**config.mk**
```make
export PLATFORM = sky130hd
export DESIGN_NAME = pipeline_hazard_ctrl
export DESIGN_NICKNAME = d
export VERILOG_FILES = /design/src/rtl/pipeline_pkg.sv /design/src/rtl/forwarding_unit.sv /design/src/rtl/pipeline_hazard_ctrl.sv
export SDC_FILE = /design/constraint.sdc
export NUM_CORES = 1
export LEC_CHECK = 0
export CORE_AREA = 2 2 52 102
export DETAILED_ROUTE_END_ITERATION = 8
export DIE_AREA = 0 0 54 104
export HOLD_SLACK_MARGIN = 0.12
export PLACE_DENSITY = 0.77
export SETUP_SLACK_MARGIN = 0.3
export SLEW_MARGIN = 15
export SYNTH_ARGS = -nofsm -noshare
export SYNTH_HDL_FRONTEND = slang
export SYNTH_SLANG_ARGS = --single-unit
```
**constraint.sdc**
```tcl
create_clock -name clk -period 1.5 [get_ports clk]
set_input_delay 0.3 -clock clk [delete_from_list [all_inputs] [get_ports clk]]
set_output_delay 0.3 -clock clk [all_outputs]
set_load 0.03 [all_outputs]
```
**src/rtl/pipeline_pkg.sv**
```systemverilog
// Shared pipeline types: hazard controller FSM states and forwarding select encodings.
package pipeline_pkg;

  typedef enum logic [1:0] {
    RUN      = 2'b00,
    MC_WAIT  = 2'b01,
    MEM_WAIT = 2'b10
  } hazard_state_t;

  typedef logic [1:0] fwd_sel_t;

  localparam fwd_sel_t FWD_RF  = 2'b00;
  localparam fwd_sel_t FWD_WB  = 2'b01;
  localparam fwd_sel_t FWD_MEM = 2'b10;

endpackage

```
**src/rtl/forwarding_unit.sv**
```systemverilog
// EX operand forwarding select for one source register; MEM result takes precedence over WB.
module forwarding_unit
  import pipeline_pkg::*;
#(
  parameter int unsigned REG_AW = 5
) (
  input  logic [REG_AW-1:0] rs,
  input  logic              reg_write_m,
  input  logic [REG_AW-1:0] rd_m,
  input  logic              reg_write_w,
  input  logic [REG_AW-1:0] rd_w,
  output fwd_sel_t          sel
);

  always_comb begin
    sel = FWD_RF;
    if (reg_write_m && (rd_m != '0) && (rd_m == rs)) begin
      sel = FWD_MEM;
    end else if (reg_write_w && (rd_w != '0) && (rd_w == rs)) begin
      sel = FWD_WB;
    end
  end

endmodule

```
**src/rtl/pipeline_hazard_ctrl.sv**
```systemverilog
// Stall/flush sequencing and operand forwarding for the five-stage pipeline.
// Define PIPE_PERF_EN to build the saturating stall/flush performance counters.
module pipeline_hazard_ctrl
  import pipeline_pkg::*;
#(
  parameter int unsigned REG_AW = 5,
  parameter int unsigned CNT_W  = 32
) (
  input  logic              clk,
  input  logic              reset,
  input  logic [REG_AW-1:0] rs1_d,
  input  logic [REG_AW-1:0] rs2_d,
  input  logic [REG_AW-1:0] rs1_e,
  input  logic [REG_AW-1:0] rs2_e,
  input  logic [REG_AW-1:0] rd_e,
  input  logic              load_e,
  input  logic              pc_src_e,
  input  logic              mc_start_e,
  input  logic              mc_done,
  input  logic              reg_write_m,
  input  logic [REG_AW-1:0] rd_m,
  input  logic              reg_write_w,
  input  logic [REG_AW-1:0] rd_w,
  input  logic              dmem_req_m,
  input  logic              dmem_ready,
  output logic              stall_f,
  output logic              stall_d,
  output logic              stall_e,
  output logic              stall_m,
  output logic              flush_d,
  output logic              flush_e,
  output logic              flush_m,
  output logic [1:0]        fwd_a_e,
  output logic [1:0]        fwd_b_e,
  output logic [CNT_W-1:0]  stall_cycles,
  output logic [CNT_W-1:0]  flush_count
);

  hazard_state_t state_q, state_d;
  logic          lw;
  fwd_sel_t      fwd_a, fwd_b;

  assign lw = load_e && (rd_e != '0) && ((rd_e == rs1_d) || (rd_e == rs2_d));

  always_comb begin
    state_d = state_q;
    stall_f = 1'b0;
    stall_d = 1'b0;
    stall_e = 1'b0;
    stall_m = 1'b0;
    flush_d = 1'b0;
    flush_e = 1'b0;
    flush_m = 1'b0;
    case (state_q)
      RUN: begin
        if (dmem_req_m && !dmem_ready) begin
          {stall_f, stall_d, stall_e, stall_m} = 4'b1111;
          state_d = MEM_WAIT;
        end else if (mc_start_e) begin
          {stall_f, stall_d, stall_e, flush_m} = 4'b1111;
          if (!mc_done) state_d = MC_WAIT;
        end else if (pc_src_e) begin
          // A redirect squashes a concurrent load-use; the bubble is moot.
          {flush_d, flush_e} = 2'b11;
        end else if (lw) begin
          {stall_f, stall_d, flush_e} = 3'b111;
        end
      end
      MC_WAIT: begin
        // The completion cycle is still held so the result can be captured.
        {stall_f, stall_d, stall_e, flush_m} = 4'b1111;
        if (mc_done) state_d = RUN;
      end
      MEM_WAIT: begin
        {stall_f, stall_d, stall_e, stall_m} = 4'b1111;
        if (dmem_ready) state_d = RUN;
      end
      default: state_d = RUN;
    endcase
    if (reset) begin
      {stall_f, stall_d, stall_e, stall_m, flush_d, flush_e, flush_m} = '0;
    end
  end

  always_ff @(posedge clk or posedge reset) begin
    if (reset) state_q <= RUN;
    else       state_q <= state_d;
  end

  forwarding_unit #(.REG_AW(REG_AW)) u_fwd_a (
    .rs          (rs1_e),
    .reg_write_m (reg_write_m),
    .rd_m        (rd_m),
    .reg_write_w (reg_write_w),
    .rd_w        (rd_w),
    .sel         (fwd_a)
  );

  forwarding_unit #(.REG_AW(REG_AW)) u_fwd_b (
    .rs          (rs2_e),
    .reg_write_m (reg_write_m),
    .rd_m        (rd_m),
    .reg_write_w (reg_write_w),
    .rd_w        (rd_w),
    .sel         (fwd_b)
  );

  assign fwd_a_e = reset ? FWD_RF : fwd_a;
  assign fwd_b_e = reset ? FWD_RF : fwd_b;

`ifdef PIPE_PERF_EN
  localparam logic [CNT_W-1:0] CntOne = 1;
  logic [CNT_W-1:0] stall_cnt_q, flush_cnt_q;

  always_ff @(posedge clk or posedge reset) begin
    if (reset) begin
      stall_cnt_q <= '0;
      flush_cnt_q <= '0;
    end else begin
      if (stall_f && !(&stall_cnt_q)) stall_cnt_q <= stall_cnt_q + CntOne;
      if (flush_e && !(&flush_cnt_q)) flush_cnt_q <= flush_cnt_q + CntOne;
    end
  end

  assign stall_cycles = stall_cnt_q;
  assign flush_count  = flush_cnt_q;
`else
  assign stall_cycles = '0;
  assign flush_count  = '0;
`endif

endmodule
```
Word level (Yosys, flattened, before mapping)

Index checks and enable logic that the tools add are counted.

Latch bits: 0
Output and inout port bits: 75
Memories kept: 0
Word-level logic and storage cells: 68
Register bits after elaboration: 2
Bits in read-only memories: 0
Bits in writable memories: 0
Input bits: 45

Div/mod/pow operators: 0
Equality and inequality tests: 12
Reduce and logical (&&, ||, !) cells: 17
Add/subtract/negate cells: 0
Mux-type cells: 38
Magnitude comparators: 0
Bitwise gates (word level): 0
Multipliers: 0
Shift-type cells: 0

Operator list:

| cell               | count |
|---|---|
| $eq 5x5->1         | 6 |
| $mux 1             | 24 |
| $mux 2             | 9 |
| $reduce_bool 5->1  | 3 |
| $logic_and 1x1->1  | 9 |
| $pmux 1 s2         | 4 |
| $ne 3x3->1 const B | 2 |
| $pmux 2 s3         | 1 |
| $ne 2x2->1 const B | 2 |
| $reduce_and 4->1   | 1 |
| $eq 2x1->1 const B | 1 |
| $eq 2x2->1 const B | 1 |
| $logic_not 2->1    | 1 |
| $reduce_or 2->1    | 1 |
| $logic_not 1->1    | 1 |
| $logic_or 1x1->1   | 1 |

Logic depth before layout (Yosys ltp)

Word-level depth: 9
Depth in mapped cells: 6
Mapped depth without buffers: 5

Cells and area by module

From an unflattened synthesis, not the netlist that was laid out.

Cell total of the unflattened synthesis: 158
Area total of the unflattened synthesis: 1,204.9 um2

Modules (own cells, without submodules):

| module               | sequential area each (um2) | area each (um2) | instances | cells an instance |
|---|---|---|---|---|
| pipeline_hazard_ctrl | 50.0                       | 902.1           | 1         | 118 |
| forwarding_unit      | 0.0                        | 151.4           | 2         | 20 |

Worst setup path after synthesis

No wires, ideal clock.

Kind: register -> output
Start: reg state_q[0]
End: out flush_e
Buffers on the path: 0
Stages on the path, launching flop included: 6
Data arrival time: 1.766 ns
Path slack: -0.566 ns
Required time: 1.200 ns
Cells stage by stage: dfrtp_1 -> inv_1 -> ha_1 -> nor2b_1 -> nand2_1 -> o31ai_1

Word-level cells in the longest chain between the ends: 3

RTL lines:

| what                   | line                       | source |
|---|---|---|
| start, declared        | pipeline_hazard_ctrl.sv:39 | `hazard_state_t state_q, state_d;` |
| start signal, assigned | pipeline_hazard_ctrl.sv:87 | `else state_q <= state_d;` |
| $logic_not 2->1        | pipeline_hazard_ctrl.sv:54 | `case (state_q)` |
| $mux 1                 | pipeline_hazard_ctrl.sv:54 |  |
| $mux 1                 | pipeline_hazard_ctrl.sv:80 | `if (reset) begin` |
| end, declared          | pipeline_hazard_ctrl.sv:31 | `output logic flush_e,` |

No other way between the ends.

Worst setup path in the final report

Start: in rd_w[3]
End: out fwd_b_e[0]

Word-level cells in the longest chain between the ends: 6
Elaborated cells on any way between the ends: 7
Classes of those cells: 1 x eq/ne; 3 x mux; 3 x reduce/logical

RTL lines:

| what                | line                        | source |
|---|---|---|
| start, declared     | pipeline_hazard_ctrl.sv:23  | `input logic [REG_AW-1:0] rd_w,` |
| $reduce_bool 5->1   | forwarding_unit.sv:19       | `end else if (reg_write_w && (rd_w != '0) && (rd_w == rs)) begin` |
| $logic_and 1x1->1   | forwarding_unit.sv:19       |  |
| $logic_and 1x1->1 * | forwarding_unit.sv:19       |  |
| $mux 1 *            | forwarding_unit.sv:19       |  |
| $mux 2 *            | forwarding_unit.sv:17       | `if (reg_write_m && (rd_m != '0) && (rd_m == rs)) begin` |
| $mux 2 *            | pipeline_hazard_ctrl.sv:109 | `assign fwd_b_e = reset ? FWD_RF : fwd_b;` |
| end, declared       | pipeline_hazard_ctrl.sv:34  | `output logic [1:0] fwd_b_e,` |

Every way passes the cells marked *; elsewhere a longest branch is shown, timed or not.

==> flow_summary.toml <==
[global_routing]
grt_pass1_vias = 1085
globalRouteTotalUtil_pct = 10.6
grt.busiest_layer = "met2"
global_route.usage.met2_pct = 25.3
met3_usage_pct = 1.72
antenna_found_initial = 0
grt_pass1_wl_mm = 4.44
grt.met1_usage_pct = 6.07
grt_start_max_net_pins = 5
global_route.overflow_total = 0

[final_layout]
most_frequent_cells_in_the_layout = "64 x conb_1, 34 x buf_4, 25 x buf_6"
synthToLayoutAreaGrowth_pct = 87.0
reg_top3 = "state_q (2)"
largest-register = "state_q"
fraction_of_layout_cells_with_a_size_suffix_above_1_pct = 45.0
flip_flop_count_of_the_largest_register_after_layout = 2
nets = 302
most_common_cell_after_layout_fill_and_taps_aside = "conb_1"
antenna_cell_count = 0

[logic_synthesis]
synth.distinct_cells = 27
synth_largest_type_area_fraction_pct = 42.3
avgSynthCellArea_um2 = 7.70
yosys_warnings = 0
mappedNetlistArea_mm2 = 0.00115
synth.area.top_cells = "buf_4 42%, xor2_1 15%, xnor2_1 7.6%, dfrtp_1 4.3%, ha_1 4.3%"
seq_area_frac_synth_pct = 4.33
syn_inst = 150
yosys_register_bits = 2
yosysTopAreaCell = "buf_4"

[floorplan]
dieHeight_um = 104
rows = 36
dieArea_mm2 = 0.00562
placeableCoreArea_mm2 = 0.00486
initial_core_util_pct = 23.7
dieWidth_um = 54
ios = 120

[placement]
numPortBuffers = 55
pre_cts_ws_ns = -1.12
gpl.final_weighted_congestion = 0.742
hpwl_mm = 2.68

[worst_setup_path]
worst-r2r-cell-count = 6
crit_path_cell_trace = "clkbuf_2, or4_1, o211ai_1, or4_4, nor4_4, buf_6"
cp_max_fo = 3
timing.critical_path.required_ns = 1.20
critical-path-slowest-cell = "or4_4"
cp-start-kind = "primary input"
regToRegStartpoint = "state_q[0]"
end_kind = "primary output"
worstPathArrival_ns = 1.71
cp_slowest_stage_delay_ns = 0.56
regToRegEndpoint = "state_q[0]"
crit_family = "simple AND/OR/NAND/NOR gates"
reg2reg_slack_ns = -0.23
worstPathBufferInverterCount = 2
timing_worst_setup_path_type = "primary input to primary output"

[detailed_routing]
drt_iter0_markers = 7
first_pass_iteration_count_of_the_detailed_router = 4
wl_per_cell_um = 10.6
avgViaCountPerCell = 3.87
antenna_left = 0
finalWirelength_mm = 3.28
drt_drc_violations_left = 0
num_vias = 1192

[sta]
final-hold-violation-count = 0
post-route-period-util_pct = 134
post-route-worst-setup-slack_ns = -0.512
finalWorstPathRequiredPeriod_ns = 2.01
number_of_endpoints_failing_setup_at_the_final_stage = 13
fmaxAchievable_mhz = 497
fin_worst_skew_ns = 0.000279
unrepaired_setup_endpoints_after_global_routing = "true"
slew_viol_final = 0

[run_status]
status = "finished with violations"
failed_checks = "negative setup slack"

[clock_tree]
cts.root.buffer_cell = "clkbuf_8"
tritoncts.num_buffers = 3
cts-root-to-sink-buffers = 2
total_of_hold_buffers_inserted_after_clock_tree_synthesis = 0
cts_htree_levels = 1
path_clk_slew_ns = 0.03
cts.sinks = 2
worstSkewPairLatency_ns = 0.21
tritoncts = "done"

[power]
power_mw = 1.95
power.density_mw_per_mm2 = 902
vdd.ir_drop.worst_mv = 1.06
leakage_nw = 1.08

[job]
timing.max_cap.violations = 0

[hold_path]
holdCritPathClass = "primary input to async pin"
==> metrics by stage <==
step	util (%)	cell area, µm²	setup TNS [ns]	hold WS [ns]	instances
after CTS	43.2	2100	-4.11	0.341	304
after global routing	44.4	2160	-4.69	0.242	308
final	44.4	2160	-3.83	0.230	308
after floorplan	-	1530	-1.75	0.0439	213
after detailed placement	38.4	1870	-8.92	0.566	290
after global placement	38.4	1870	-8.89	0.569	290
==> tightest hold or removal path: stages <==
cell,delay [ns]
buf_8,0.10
buf_6,0.11
inv_4,0.04
buf_4,0.09
buf_4,0.11
==> worst max path at each step <==
stage                        from          to  slack (ns)  depth (start not counted)
after floorplan           rd_w[3]  fwd_a_e[0]       -0.28                          3
after global placement    rd_e[1]     stall_f       -1.11                          6
after detailed placement  rd_e[1]     stall_d       -1.12                          6
after CTS                 rd_m[2]  fwd_b_e[0]       -0.55                          7
after global routing      rd_w[1]  fwd_b_e[0]       -0.56                          6
final                     rd_w[3]  fwd_b_e[0]       -0.51                          6
==> metal layers <==
layer | up-vias | wire length [µm]
met1 | 539 | 812
met2 | 84 | 2140
met3 | 4 | 295
met4 | 0 | 24
met5 | - | 0
li1 | 565 | -
==> cell type report <==
cell class,count,area [µm²]
fillers,455,2710
multi-input cells,140,1080
repair buffers,100,885
well taps,57,71.3
flip-flops and latches,2,50.0
clock buffers,3,41.3
inverters,6,27.5
==> power breakdown <==
part	total, mW	leakage, nW	internal [mW]	switching [mW]
clock	0.205	0.0216	0.169	0.0362
sequential	0.111	0.0256	0.0814	0.0295
combinational	1.63	1.03	0.798	0.834
total	1.95	1.08	1.05	0.900
==> what timing repair did <==
| action | in CTS | in global routing |
|---|---|---|
| pin swaps | 29 | 10 |
| setup endpoints to repair | 13 | 13 |
| resized for setup | 131 | 30 |
| buffers inserted | 11 | 4 |
==> synthesized netlist by cell type <==
master,number
nand3_1,3
nor3_1,4
conb_1,1
a222oi_1,1
o21a_1,3
nor4_1,2
a22oi_1,1
or4_1,5
o21ai_2,1
buf_4,65
nand4bb_1,1
o21bai_1,1
nor2b_1,2
dfrtp_1,2
nand2_1,4
and2_1,1
inv_1,6
o21ai_0,1
o31ai_1,1
nor4_2,2
a21oi_1,1
o211ai_1,1
xor2_1,20
ha_1,4
xnor2_1,10
mux2_2,2
nor2_1,5
==> cells by family (layout without fill, tap and decap cells) <==
| group | after synthesis | after routing | synth area share, % |
|---|---|---|---|
| mux | 2 | 2 | 1.95 |
| buf+inv | 71 | 109 | 44.2 |
| other cells | 1 | 64 | 0.325 |
| xor+xnor | 30 | 30 | 22.8 |
| flops | 2 | 2 | 4.33 |
| simple gates | 29 | 29 | 15.1 |
| compound gates | 11 | 11 | 7.04 |
| fa+ha+maj | 4 | 4 | 4.33 |
No activity file was read; power rests on OpenSTA's default activity.
